<file path="config.mk">
export PLATFORM = sky130hd
export DESIGN_NAME = io_bus_arbiter
export DESIGN_NICKNAME = d
export VERILOG_FILES = /design/src/rtl/io_bus_pkg.sv /design/src/rtl/io_bus_win_check.sv /design/src/rtl/io_bus_arbiter.sv
export SDC_FILE = /design/constraint.sdc
export NUM_CORES = 1
export LEC_CHECK = 0
export CAP_MARGIN = 20
export CORE_UTILIZATION = 40
export CTS_BUF_LIST = sky130_fd_sc_hd__clkbuf_8
export CTS_CLUSTER_DIAMETER = 120
export DETAILED_ROUTE_END_ITERATION = 10
export DONT_BUFFER_PORTS = 1
export SLEW_MARGIN = 20
export SYNTH_ARGS = -nofsm -noshare
export SYNTH_HDL_FRONTEND = slang
export SYNTH_SLANG_ARGS = --single-unit
</file>
<file path="constraint.sdc">
create_clock -name sys_clk_i -period 4.1 [get_ports sys_clk_i]
set_clock_uncertainty 0.05 [all_clocks]
set_input_delay 0.41 -clock sys_clk_i [delete_from_list [all_inputs] [get_ports sys_clk_i]]
set_output_delay 0.41 -clock sys_clk_i [all_outputs]
set_load 0.02 [all_outputs]
</file>
<file path="src/rtl/io_bus_pkg.sv">
// io_bus_pkg
//   Shared definitions for the peripheral I/O bus arbiter and any block that
//   decodes the same address windows (for example the chip-select decoder).
//   Contents: arbiter FSM state encoding, peripheral page constants
//   (addr[15:8]) and the bus data/address width.
package io_bus_pkg;

  localparam int BUS_W = 16;

  // Peripheral pages, compared against addr[15:8]
  localparam logic [7:0] WIN_MULT   = 8'h67;
  localparam logic [7:0] WIN_DIV    = 8'h68;
  localparam logic [7:0] WIN_UART   = 8'h69;
  localparam logic [7:0] WIN_DP_RAM = 8'h70;
  localparam logic [7:0] WIN_CONFIG = 8'h71;

  localparam logic [7:0] WAIT_MAX = 8'hFF;

  typedef enum logic [1:0] {
    ST_IDLE = 2'd0,
    ST_PEND = 2'd1,
    ST_DONE = 2'd2
  } arb_state_t;

endpackage

</file>
<file path="src/rtl/io_bus_win_check.sv">
// io_bus_win_check
//   Combinational check that an address page lies inside [LO, HI] inclusive.
//   Kept separate so the chip-select decoder can reuse the same compare.
//   Ports:
//     page    in  8  addr[15:8] of the access being checked
//     in_win  out 1  high when LO <= page <= HI
module io_bus_win_check
  import io_bus_pkg::*;
#(
  parameter logic [7:0] LO = WIN_MULT,
  parameter logic [7:0] HI = WIN_CONFIG
) (
  input  logic [7:0] page,
  output logic       in_win
);

  assign in_win = (page >= LO) && (page <= HI);

endmodule

</file>
<file path="src/rtl/io_bus_arbiter.sv">
// io_bus_arbiter
//   Shares the peripheral I/O bus between the J1 CPU and an auxiliary master
//   (camera DMA / frame mover). The CPU always has priority and passes straight
//   through with zero latency; an aux transaction is latched on aux_req in IDLE
//   and issued on the first cycle in which the CPU is not strobing rd/wr.
//
//   Optional build macro: AUX_TIMEOUT_EN
//     defined   - an aux transaction still pending after TIMEOUT deferred
//                 cycles is aborted with aux_err, nothing is issued
//     undefined - a pending aux transaction waits indefinitely
//
//   Ports:
//     sys_clk_i    in   1   system clock, rising edge
//     sys_rst_i    in   1   asynchronous reset, active-low
//     cpu_rd/wr    in   1   J1 io strobes
//     cpu_addr     in   16  J1 io address
//     cpu_dout     in   16  J1 write data
//     cpu_din      out  16  read data to J1 (always bus_din)
//     aux_req      in   1   request strobe, sampled in IDLE only
//     aux_we       in   1   1 = write, 0 = read
//     aux_addr     in   16  aux address
//     aux_wdata    in   16  aux write data
//     aux_busy     out  1   transaction in flight (after acceptance up to DONE)
//     aux_ack      out  1   one-cycle completion pulse
//     aux_err      out  1   with aux_ack: rejected (bad window) or aborted
//     aux_rdata    out  16  last aux read data, held until the next good read
//     aux_wait     out  8   saturating deferred-cycle count of last transaction
//     bus_rd/wr    out  1   strobes to decoder and peripherals
//     bus_addr     out  16  address to decoder and peripherals
//     bus_dout     out  16  write data to peripherals
//     bus_din      in   16  read mux output
module io_bus_arbiter
   import io_bus_pkg::*;
#(
   parameter logic [7:0] WIN_LO  = WIN_MULT,
   parameter logic [7:0] WIN_HI  = WIN_CONFIG,
   parameter logic [7:0] TIMEOUT = 8'd255
) (
   input  logic             sys_clk_i,
   input  logic             sys_rst_i,
   input  logic             cpu_rd,
   input  logic             cpu_wr,
   input  logic [BUS_W-1:0] cpu_addr,
   input  logic [BUS_W-1:0] cpu_dout,
   output logic [BUS_W-1:0] cpu_din,
   input  logic             aux_req,
   input  logic             aux_we,
   input  logic [BUS_W-1:0] aux_addr,
   input  logic [BUS_W-1:0] aux_wdata,
   output logic             aux_busy,
   output logic             aux_ack,
   output logic             aux_err,
   output logic [BUS_W-1:0] aux_rdata,
   output logic [7:0]       aux_wait,
   output logic             bus_rd,
   output logic             bus_wr,
   output logic [BUS_W-1:0] bus_addr,
   output logic [BUS_W-1:0] bus_dout,
   input  logic [BUS_W-1:0] bus_din
);

   arb_state_t       state;
   logic             aux_we_q;
   logic [BUS_W-1:0] aux_addr_q;
   logic [BUS_W-1:0] aux_wdata_q;
   logic [7:0]       wait_cnt;

   logic cpu_active;
   logic req_in_win;
   logic timeout_hit;
   logic aux_issue;

   io_bus_win_check #(
      .LO (WIN_LO),
      .HI (WIN_HI)
   ) u_win_check (
      .page   (aux_addr[15:8]),
      .in_win (req_in_win)
   );

   assign cpu_active = cpu_rd | cpu_wr;

`ifdef AUX_TIMEOUT_EN
   assign timeout_hit = (wait_cnt == TIMEOUT);
`else
   assign timeout_hit = 1'b0;
`endif

   // The aux master owns the bus only in a PEND cycle the CPU leaves free;
   // an expired timeout abandons the transaction instead of issuing it.
   assign aux_issue = (state == ST_PEND) && !cpu_active && !timeout_hit;

   assign cpu_din = bus_din;

   // CPU signals pass through even without a strobe, since the J1 read mux
   // selects on the address alone.
   always_comb begin
      bus_rd   = cpu_rd;
      bus_wr   = cpu_wr;
      bus_addr = cpu_addr;
      bus_dout = cpu_dout;
      if (aux_issue) begin
         bus_rd   = !aux_we_q;
         bus_wr   = aux_we_q;
         bus_addr = aux_addr_q;
         bus_dout = aux_wdata_q;
      end
   end

   // Arbiter FSM. Status outputs are registered on the edge that enters DONE,
   // so aux_ack/aux_err are high exactly for the DONE cycle. Read data is
   // captured on the closing edge of the issue cycle because peripheral read
   // data reaches the mux combinationally.
   always_ff @(posedge sys_clk_i or negedge sys_rst_i) begin
      if (!sys_rst_i) begin
         state       <= ST_IDLE;
         aux_we_q    <= 1'b0;
         aux_addr_q  <= '0;
         aux_wdata_q <= '0;
         wait_cnt    <= 8'd0;
         aux_busy    <= 1'b0;
         aux_ack     <= 1'b0;
         aux_err     <= 1'b0;
         aux_rdata   <= '0;
         aux_wait    <= 8'd0;
      end else begin
         aux_ack <= 1'b0;
         aux_err <= 1'b0;
         case (state)
            ST_IDLE: begin
               if (aux_req) begin
                  aux_we_q    <= aux_we;
                  aux_addr_q  <= aux_addr;
                  aux_wdata_q <= aux_wdata;
                  wait_cnt    <= 8'd0;
                  aux_busy    <= 1'b1;
                  if (req_in_win) begin
                     state <= ST_PEND;
                  end else begin
                     state    <= ST_DONE;
                     aux_ack  <= 1'b1;
                     aux_err  <= 1'b1;
                     aux_wait <= 8'd0;
                  end
               end
            end
            ST_PEND: begin
               if (timeout_hit) begin
                  state    <= ST_DONE;
                  aux_ack  <= 1'b1;
                  aux_err  <= 1'b1;
                  aux_wait <= wait_cnt;
               end else if (cpu_active) begin
                  if (wait_cnt != WAIT_MAX) begin
                     wait_cnt <= wait_cnt + 8'd1;
                  end
               end else begin
                  if (!aux_we_q) begin
                     aux_rdata <= bus_din;
                  end
                  state    <= ST_DONE;
                  aux_ack  <= 1'b1;
                  aux_wait <= wait_cnt;
               end
            end
            ST_DONE: begin
               state    <= ST_IDLE;
               aux_busy <= 1'b0;
            end
            default: begin
               state    <= ST_IDLE;
               aux_busy <= 1'b0;
            end
         endcase
      end
   end

endmodule

</file>
==> results of run 1 <==
==> state kept, by name, summed over array words and instances, names as in the netlist <==
| signal | flops |
|---|---|
| wait_cnt | 8 |
| aux_rdata | 16 |
| aux_err | 1 |
| aux_addr_q | 16 |
| aux_wait | 8 |
| aux_wdata_q | 16 |
| aux_ack | 1 |
| aux_busy | 1 |
| state | 2 |
| aux_we_q | 1 |
==> cell families after synthesis <==
logic type,Yosys count
flops,70
compound gates,29
mux,48
buf+inv,37
simple gates,130
fa+ha+maj,1
==> where the power goes <==
| part | internal (mW) | switching, mW |
|---|---|---|
| logic | 0.0781 | 0.119 |
| registers | 0.794 | 0.111 |
| clock network | 0.290 | 0.249 |
==> critical path: stages (launching register included) <==
cell,delay [ns]
dfrtp_1,0.40
nand2b_1,0.35
nor3_4,0.63
buf_4,0.45
mux2_1,0.45
==> cell type report <==
type / instances / area (um2)
fillers: 828 / 4648
well taps: 105 / 131.4
inverters: 5 / 18.77
clock inverters: 5 / 51.30
multi-input cells: 208 / 1376
repair buffers: 5 / 60.06
flip-flops and latches: 70 / 1752
clock buffers: 10 / 137.6
==> path summary, 6_finish.rpt <==
check,from,to,slack [ns],cells after the start
worst max-delay path,state[1],bus_addr[1],1.01,4
worst min-delay path,aux_addr[12],aux_addr_q[12],0.12,2
worst max register to register,state[1],aux_wait[7],1.70,5
worst min register to register,aux_addr_q[14],aux_addr_q[14],0.43,2
max in group asynchronous,sys_rst_i,aux_wdata_q[5],3.13,2
min in group asynchronous,sys_rst_i,aux_wdata_q[2],0.54,2
==> cell usage in the layout (no fill, tap or decap), types with 3 or more instances in the layout <==
| master | instances |
|---|---|
| o21ai_0 | 4 |
| o41ai_1 | 3 |
| buf_4 | 3 |
| or4_1 | 4 |
| o31ai_1 | 3 |
| and2_1 | 3 |
| mux2_1 | 3 |
| a22o_1 | 8 |
| clkbuf_8 | 10 |
| dfrtp_1 | 70 |
| mux2_2 | 45 |
| nand2_1 | 105 |
| inv_1 | 6 |
| a21oi_1 | 4 |
==> metal layers <==
layer | routed length (um) | vias to the layer above | part of all wire, %
met2 | 3178 | 121 | 45
li1 | - | 1018 | -
met3 | 598 | 13 | 8.5
met1 | 3124 | 1052 | 44
met4 | 131 | 0 | 1.9
met5 | 0 | - | 0
==> impl_metrics.csv, run 1 <==
group,metric,value,unit
outcome,outcome,"complete, no violations",
cells_and_area,fin_cells,408,
timing,max_freq,323.7,MHz
synth,synth-compound-area-share,6.714,%
worst_setup_path,crit_path_start_kind,"flip-flop",
floorplan,die_area,8756,um2
global_route,grt_overflow,0,
cells_and_area,post-route-cell-area,3527,um2
placed_design,placed_cells,391,
placed_design,io_buffer_count,0,
worst_setup_path,crit_path_end_kind,"output port",
synth,syn_area,3354,um2
timing,worst_slew_pin_slew,0.9998,ns
routing,ant_nets,0,
cells_and_area,num_antenna_cells,0,
timing,tns,0,ns
clock_tree,postCtsHoldBufs,2,
global_route,met2_usage,25.61,%
floorplan,coreArea,8175,um2
placed_design,dpl_worst_slack,1.373,ns
timing,setup_viol,0,
synth,synth_area_leaders,"dfrtp_1 52%, mux2_2 15%, nand2_1 12%",
floorplan,std_cell_rows,33,
timing,whs,0.1248,ns
flow_run,maxCapViolCount,0,
synth,postSynthRegisterBits,70,
cells_and_area,syn_to_final_growth,5.147,%
synth,syn-instance-count,315,
routing,vias,2204,
global_route,grt_pass1_wl,10.70,mm
cells_and_area,layout.nets,386,
clock_tree,numCtsBuffers,9,
worst_setup_path,worstPathRequired,3.64,ns
placed_design,hpwl,4.888,mm
clock_tree,cts_root_buffer,"clkbuf_8",
clock_tree,path_clk_slew,0.08,ns
global_route,gr-usage-all-layers,16.20,%
synth,synth_top_area_cell,"dfrtp_1",
clock_tree,cts_tree,"yes",
synth,synthArstFlopShare,100.0,%
synth,synthTopCellsByCount,"105 x nand2_1, 70 x dfrtp_1, 45 x mux2_2",
floorplan,die-height,93.58,um
routing,route.detailed.drc,0,
floorplan,dieWidth,93.58,um
clock_tree,cts_max_level,3,
clock_tree,clockBufferDepth,2,
synth,synthAdderAreaFrac,0.3730,%
synth,synthMuxAreaShare,16.11,%
timing,slew_headroom,32.85,%
synth,synth_cell_type_count,36,
worst_setup_path,critPathKind,"reg2out",
global_route,grt_busiest_layer,"met2",
timing,setup_ws,1.011,ns
placed_design,gp_congestion,0.7433,
synth,avgSynthCellArea,10.65,um2
cells_and_area,finalCoreUtilization,43.14,%
worst_setup_path,arrival,2.63,ns
cells_and_area,drive_gt1_share,23.76,%
floorplan,start_util,41.03,%
clock_tree,insertion_delay,0.33,ns
timing,period_needed,3.089,ns
power,power,1.640,mW
clock_tree,cts_sinks,70,
routing,vias_per_cell,5.402,
synth,synth_top_flop_cell,"dfrtp_1",
power,vdd_drop_max,0.1866,mV
clock_tree,cts_resized,0,
global_route,first_global_vias,2123,
global_route,grt_start_max_net_pins,71,
synth,yosysMostFrequentCell,"nand2_1",
synth,ys_warn_count,0,
timing,fin_crit_sh,75.34,%
timing,hold_viol_final,0,
clock_tree,post_cts_buffers,0,
floorplan,num_io_pins,163,
synth,synth_xor_area_share,0,%
global_route,antenna_found_initial,0,
placed_design,place_area,3301,um2
global_route,met1_usage,20.08,%
synth,postSynthNetCount,402,
synth,synth-edff-count,0,
power,leakage,1.669,nW
synth,synth-simple-area-share,17.83,%
global_route,gr-usage-met3,5.366,%
worst_setup_path,cp_max_fo,27,
synth,yosys.area.top_type_share,52.22,%
hold_path,hold_path_class,"in2reg",
routing,finalWirelength,7.033,mm
routing,drtPass1Iterations,4,
routing,first_iter_violations,74,
power,power_density,464.9,nW/um2
timing,drv_slew,0,
synth,synth_top_family_by_area,"simple AND/OR/NAND/NOR gates",
routing,wl_per_cell,17.24,um
timing,rsz0062_at_grt,"no",
synth,ys_seq_area_share,52.22,%
No activity file was read; power rests on OpenSTA's default activity.
==> run 2: changes to the inputs <==
- clock period: 4.1 -> 3 ns (I/O delays scaled with it)
==> impl_metrics.csv, run 2 (synthesis results as in run 1) <==
group,metric,value,unit
floorplan,start_util,41.03,%
power,power_density,610.6,nW/um2
global_route,gr-usage-all-layers,16.12,%
flow_run,maxCapViolCount,0,
placed_design,place_area,3316,um2
cells_and_area,final_common_cell,"nand2_1",
power,leakage,1.692,nW
clock_tree,path_clk_slew,0.07,ns
clock_tree,cts_sinks,70,
cells_and_area,seqCellArea,1752,um2
timing,tns,0,ns
timing,rsz0062_at_grt,"no",
cells_and_area,num_antenna_cells,0,
routing,drtPass1Iterations,4,
cells_and_area,drive_gt1_share,24.19,%
worst_setup_path,arrival,2.07,ns
routing,wl_per_cell,16.48,um
timing,setup_viol,0,
timing,fin_crit_sh,80.71,%
clock_tree,clockBufferDepth,2,
timing,drv_slew,0,
clock_tree,cts_root_buffer,"clkbuf_8",
cells_and_area,post-route-cell-area,3577,um2
routing,vias_per_cell,5.328,
cells_and_area,syn_to_final_growth,6.639,%
clock_tree,insertion_delay,0.33,ns
worst_setup_path,rrSetupSlack,1.07,ns
timing,hold_viol_final,0,
routing,ant_nets,0,
floorplan,num_io_pins,163,
power,vdd_drop_max,0.2400,mV
global_route,gr-usage-met3,5.285,%
clock_tree,cts_max_level,3,
routing,finalWirelength,6.839,mm
timing,period_needed,2.421,ns
placed_design,gp_congestion,0.7979,
outcome,outcome,"complete, no violations",
timing,max_freq,413.0,MHz
floorplan,dieWidth,93.58,um
cells_and_area,layout_common_cells,"105 x nand2_1, 70 x dfrtp_1, 45 x mux2_2, 11 x clkbuf_8, 8 x a22o_1",
cells_and_area,fill_cells,803,
global_route,met1_usage,19.65,%
worst_setup_path,crit_path_end_kind,"output port",
routing,vias,2211,
clock_tree,numCtsBuffers,9,
cells_and_area,multiInputGateArea,1376,um2
global_route,first_global_vias,2101,
routing,route.detailed.drc,0,
cells_and_area,reg_top3,"aux_addr_q x16, aux_rdata x16, aux_wdata_q x16",
global_route,grt_busiest_layer,"met2",
placed_design,io_buffer_count,0,
floorplan,coreArea,8175,um2
floorplan,std_cell_rows,33,
floorplan,die-height,93.58,um
placed_design,hpwl,4.755,mm
worst_setup_path,critPathKind,"reg2out",
global_route,grt_overflow,0,
global_route,grt_start_max_net_pins,71,
clock_tree,cts_resized,0,
global_route,grt_pass1_wl,10.66,mm
floorplan,die_area,8756,um2
clock_tree,post_cts_buffers,0,
hold_path,hold_path_class,"in2reg",
clock_tree,cts_tree,"yes",
worst_setup_path,worstPathRequired,2.65,ns
global_route,met2_usage,25.92,%
cells_and_area,layout.nets,393,
global_route,antenna_found_initial,0,
routing,first_iter_violations,120,
timing,worst_slew_pin_slew,0.6893,ns
worst_setup_path,crit_path_start_kind,"flip-flop",
worst_setup_path,cp_max_fo,27,
timing,slew_headroom,53.94,%
## run 2: cell count changes in the layout (fill, tap and decap cells not counted), sizes merged
cell         delta
dlygate4sd3     +5
buf             +2
clkinv          +1
bufinv          -1
inv             -1
clkbuf          +1
## run 2: repair_timing
item                                    in CTS  in global routing
endpoints found under the setup margin       0                  0
hold buffers                                 5                  2
hold endpoints to repair                    73                  2
## run 2: critical path: stages (launching register included)
cell and delay, ns:
dfrtp_1 0.40, nand2b_1 0.33, nor3_4 0.21, buf_4 0.35, mux2_1 0.45
## run 2: path summary, 6_finish.rpt
check,from,endpoint,cells past startpoint
worst min-delay path,aux_addr[4],aux_addr_q[4],2
worst max register to register,wait_cnt[0],wait_cnt[4],5
max in group asynchronous,sys_rst_i,aux_rdata[5],2
worst min register to register,aux_wdata_q[3],aux_wdata_q[3],2
min in group asynchronous,sys_rst_i,aux_wdata_q[0],2
worst max-delay path,state[1],bus_addr[1],4
## run 2: layout make-up
class	instances	area share, %
Clock buffer	11	4.232
Tap cell	105	3.673
Timing Repair Buffer	12	3.498
Clock inverter	4	0.6296
Inverter	5	0.5247
Sequential cell	70	48.97
Multi-Input combinational cell	208	38.47
## run 2: where the power goes
| part | switching (mW) | internal, mW |
|---|---|---|
| Combinational | 0.164 | 0.111 |
| Sequential | 0.149 | 1.08 |
| Clock | 0.339 | 0.337 |
## run 2: per-layer routing
metal  vias to the layer above  routed length [um]  share of wire (%)
met4                         0                  97                1.4
met5                         -                   0                  0
met1                      1049                2847                 42
met3                         8                 598                8.7
li1                       1035                   -                  -
met2                       119                3295                 48
## run 2: metrics by stage
stage          hold WS (ns)  util, %  instances  total power, mW  setup WS [ns]
5_1_grt           0.0005611    43.76        415            2.330         0.4426
3_3_place_gp       -0.04376    40.56        393            1.491         0.9687
6_report            0.02527    43.76        415            2.184         0.5788
3_5_place_dp       -0.04357    40.56        393            1.504         0.9275
4_1_cts          0.00008335    43.51        413            2.224         0.5488
2_1_floorplan      -0.04559        -        315            1.473          1.140
==> run 3: changes to the inputs <==
- ABC_AREA: default -> 1
- clock period: 3 -> 2.3 ns (I/O delays scaled with it)
==> impl_metrics.csv, run 3 <==
group,metric,value,unit
worst_setup_path,r2r_end,"aux_wait[0]",
cells_and_area,seqCellArea,1752,um2
cells_and_area,syn_to_final_growth,19.70,%
routing,vias,2990,
routing,drtPass1Iterations,4,
power,power_density,767.4,nW/um2
clock_tree,cts_tree,"yes",
worst_setup_path,cp_max_fo,43,
synth,postSynthNetCount,548,
synth,synth_top_flop_cell,"dfrtp_1",
cells_and_area,fill_cells,796,
power,vdd_drop_max,0.3389,mV
worst_setup_path,crit_path_end_kind,"output port",
placed_design,place_area,3397,um2
worst_setup_path,regToRegStartpoint,"state[0]",
floorplan,std_cell_rows,33,
synth,synth-edff-count,0,
placed_design,hpwl,5.303,mm
floorplan,num_io_pins,163,
timing,period_needed,2.058,ns
routing,first_iter_violations,158,
timing,slew_headroom,70.37,%
clock_tree,numCtsBuffers,9,
placed_design,gp_congestion,0.7638,
synth,avgSynthCellArea,7.494,um2
clock_tree,post_cts_buffers,0,
worst_setup_path,critPathKind,"reg2out",
synth,synth_top_area_cell,"dfrtp_1",
floorplan,coreArea,8299,um2
synth,ys_warn_count,0,
cells_and_area,post-route-cell-area,4135,um2
clock_tree,cts_max_level,3,
synth,synth_area_leaders,"dfrtp_1 51%, nand2_1 28%, nand3_1 4.8%",
floorplan,die-height,94.93,um
synth,synthTopCellsByCount,"262 x nand2_1, 70 x dfrtp_1, 33 x nand3_1",
timing,max_freq,485.9,MHz
floorplan,die_area,9012,um2
worst_setup_path,arrival,1.78,ns
hold_path,hold_path_class,"in2reg",
synth,yosys.area.top_type_share,50.71,%
timing,drv_slew,0,
global_route,grt_pass1_wl,12.97,mm
synth,ys_seq_area_share,50.71,%
timing,setup_viol,0,
floorplan,dieWidth,94.93,um
cells_and_area,layout_common_cells,"262 x nand2_1, 70 x dfrtp_1, 47 x dlygate4sd3_1, 33 x nand3_1",
worst_setup_path,crit_path_start_kind,"flip-flop",
flow_run,maxCapViolCount,0,
timing,tns,0,ns
timing,fin_crit_sh,89.47,%
global_route,grt_overflow,0,
clock_tree,cts_root_buffer,"clkbuf_8",
timing,hold_viol_final,0,
clock_tree,path_clk_slew,0.07,ns
synth,synth_cell_type_count,22,
worst_setup_path,cp-startpoint,"state[0]",
synth,syn-instance-count,461,
global_route,gr-usage-all-layers,18.96,%
synth,postSynthRegisterBits,70,
synth,synthArstFlopShare,100.0,%
cells_and_area,multiInputGateArea,1406,um2
synth,yosysMostFrequentCell,"nand2_1",
worst_setup_path,cp-endpoint,"bus_addr[11]",
routing,route.detailed.drc,0,
cells_and_area,drive_gt1_share,7.071,%
worst_setup_path,worstPathRequired,2.02,ns
routing,ant_nets,0,
cells_and_area,final_common_cell,"nand2_1",
global_route,first_global_vias,2789,
routing,wl_per_cell,13.93,um
timing,rsz0062_at_grt,"no",
cells_and_area,num_antenna_cells,0,
worst_setup_path,rrSetupSlack,0.58,ns
clock_tree,insertion_delay,0.34,ns
routing,vias_per_cell,4.983,
cells_and_area,layout.nets,577,
global_route,grt_start_max_net_pins,71,
power,leakage,2.210,nW
cells_and_area,reg_top3,"aux_addr_q x16, aux_rdata x16, aux_wdata_q x16",
outcome,outcome,"complete, no violations",
clock_tree,clockBufferDepth,2,
timing,worst_slew_pin_slew,0.4444,ns
synth,syn_area,3455,um2
routing,finalWirelength,8.359,mm
floorplan,start_util,41.63,%
global_route,antenna_found_initial,0,
clock_tree,cts_sinks,70,
placed_design,io_buffer_count,0,
worst_setup_path,r2r_cells,6,
run 3: worst min-delay path by stage:
stage               cells after the start       endpoint  slack, ns        start
detailed placement                      0   aux_rdata[0]      -0.11    sys_rst_i
CTS                                     2  aux_addr_q[9]      0.007  aux_addr[9]
global placement                        0  aux_rdata[12]      -0.11    sys_rst_i
floorplan                               0        aux_ack      -0.12    sys_rst_i
finish                                  2  aux_addr_q[9]       0.02  aux_addr[9]
global route                            2  aux_addr_q[9]      0.009  aux_addr[9]
run 3: layout make-up:
cell class	count	share of cell area [%]
clock buffers	11	3.661
clock inverters	5	1.967
inverters	14	1.331
multi-input cells	339	34.01
flip-flops and latches	70	42.36
well taps	105	3.177
repair buffers	56	13.49
run 3: per-stage QoR:
stage               hold WS, ns  util (%)  total power [mW]  setup slack [ns]  instances
global placement        -0.1141     40.93             1.945            0.3977        536
detailed placement      -0.1140     40.93             1.959            0.3739        536
global route           0.009449     49.83             3.365           0.06857        600
floorplan               -0.1156         -             1.921            0.7693        461
finish                  0.02154     49.83             3.173            0.2421        600
CTS                    0.006663     49.77             3.214            0.1788        600
run 3: worst max-delay path, cell delays in order (launching register included):
cell,delay (ns)
dfrtp_1,0.39
nand2_2,0.13
inv_2,0.05
nand2_2,0.08
buf_4,0.41
nand2_1,0.14
nand2_1,0.23
run 3: timing repair:
item                                   in CTS  in global routing
hold buffers                               48                  0
pin swaps                                   0                  0
resized for setup                           1                  1
endpoints found under the hold margin     116                  0
setup endpoints to repair                   1                  1
run 3: cells by family (layout without fill, tap and decap cells):
group | count (synthesis) | count (layout) | share of synthesized area, %
AOI/OAI and AO/OA | 15 | 15 | 2.427
adders and majority gates | 1 | 1 | 0.3621
and+or+nand+nor | 321 | 321 | 37.27
DFF | 70 | 70 | 50.71
xor gates and xnor gates | 2 | 2 | 0.5072
buffers and inverters | 52 | 86 | 8.728
run 3: metal layers:
layer	track usage, %	up-vias	routed length [um]
li1	-	1469	-
met3	6.280	8	583
met5	0	-	0
met4	6.061	0	93
met2	32.25	118	4093
met1	22.50	1395	3588
run 3: power by group:
group	internal, mW	switching [mW]
Clock	0.670	0.471
Sequential	1.41	0.177
Combinational	0.162	0.285
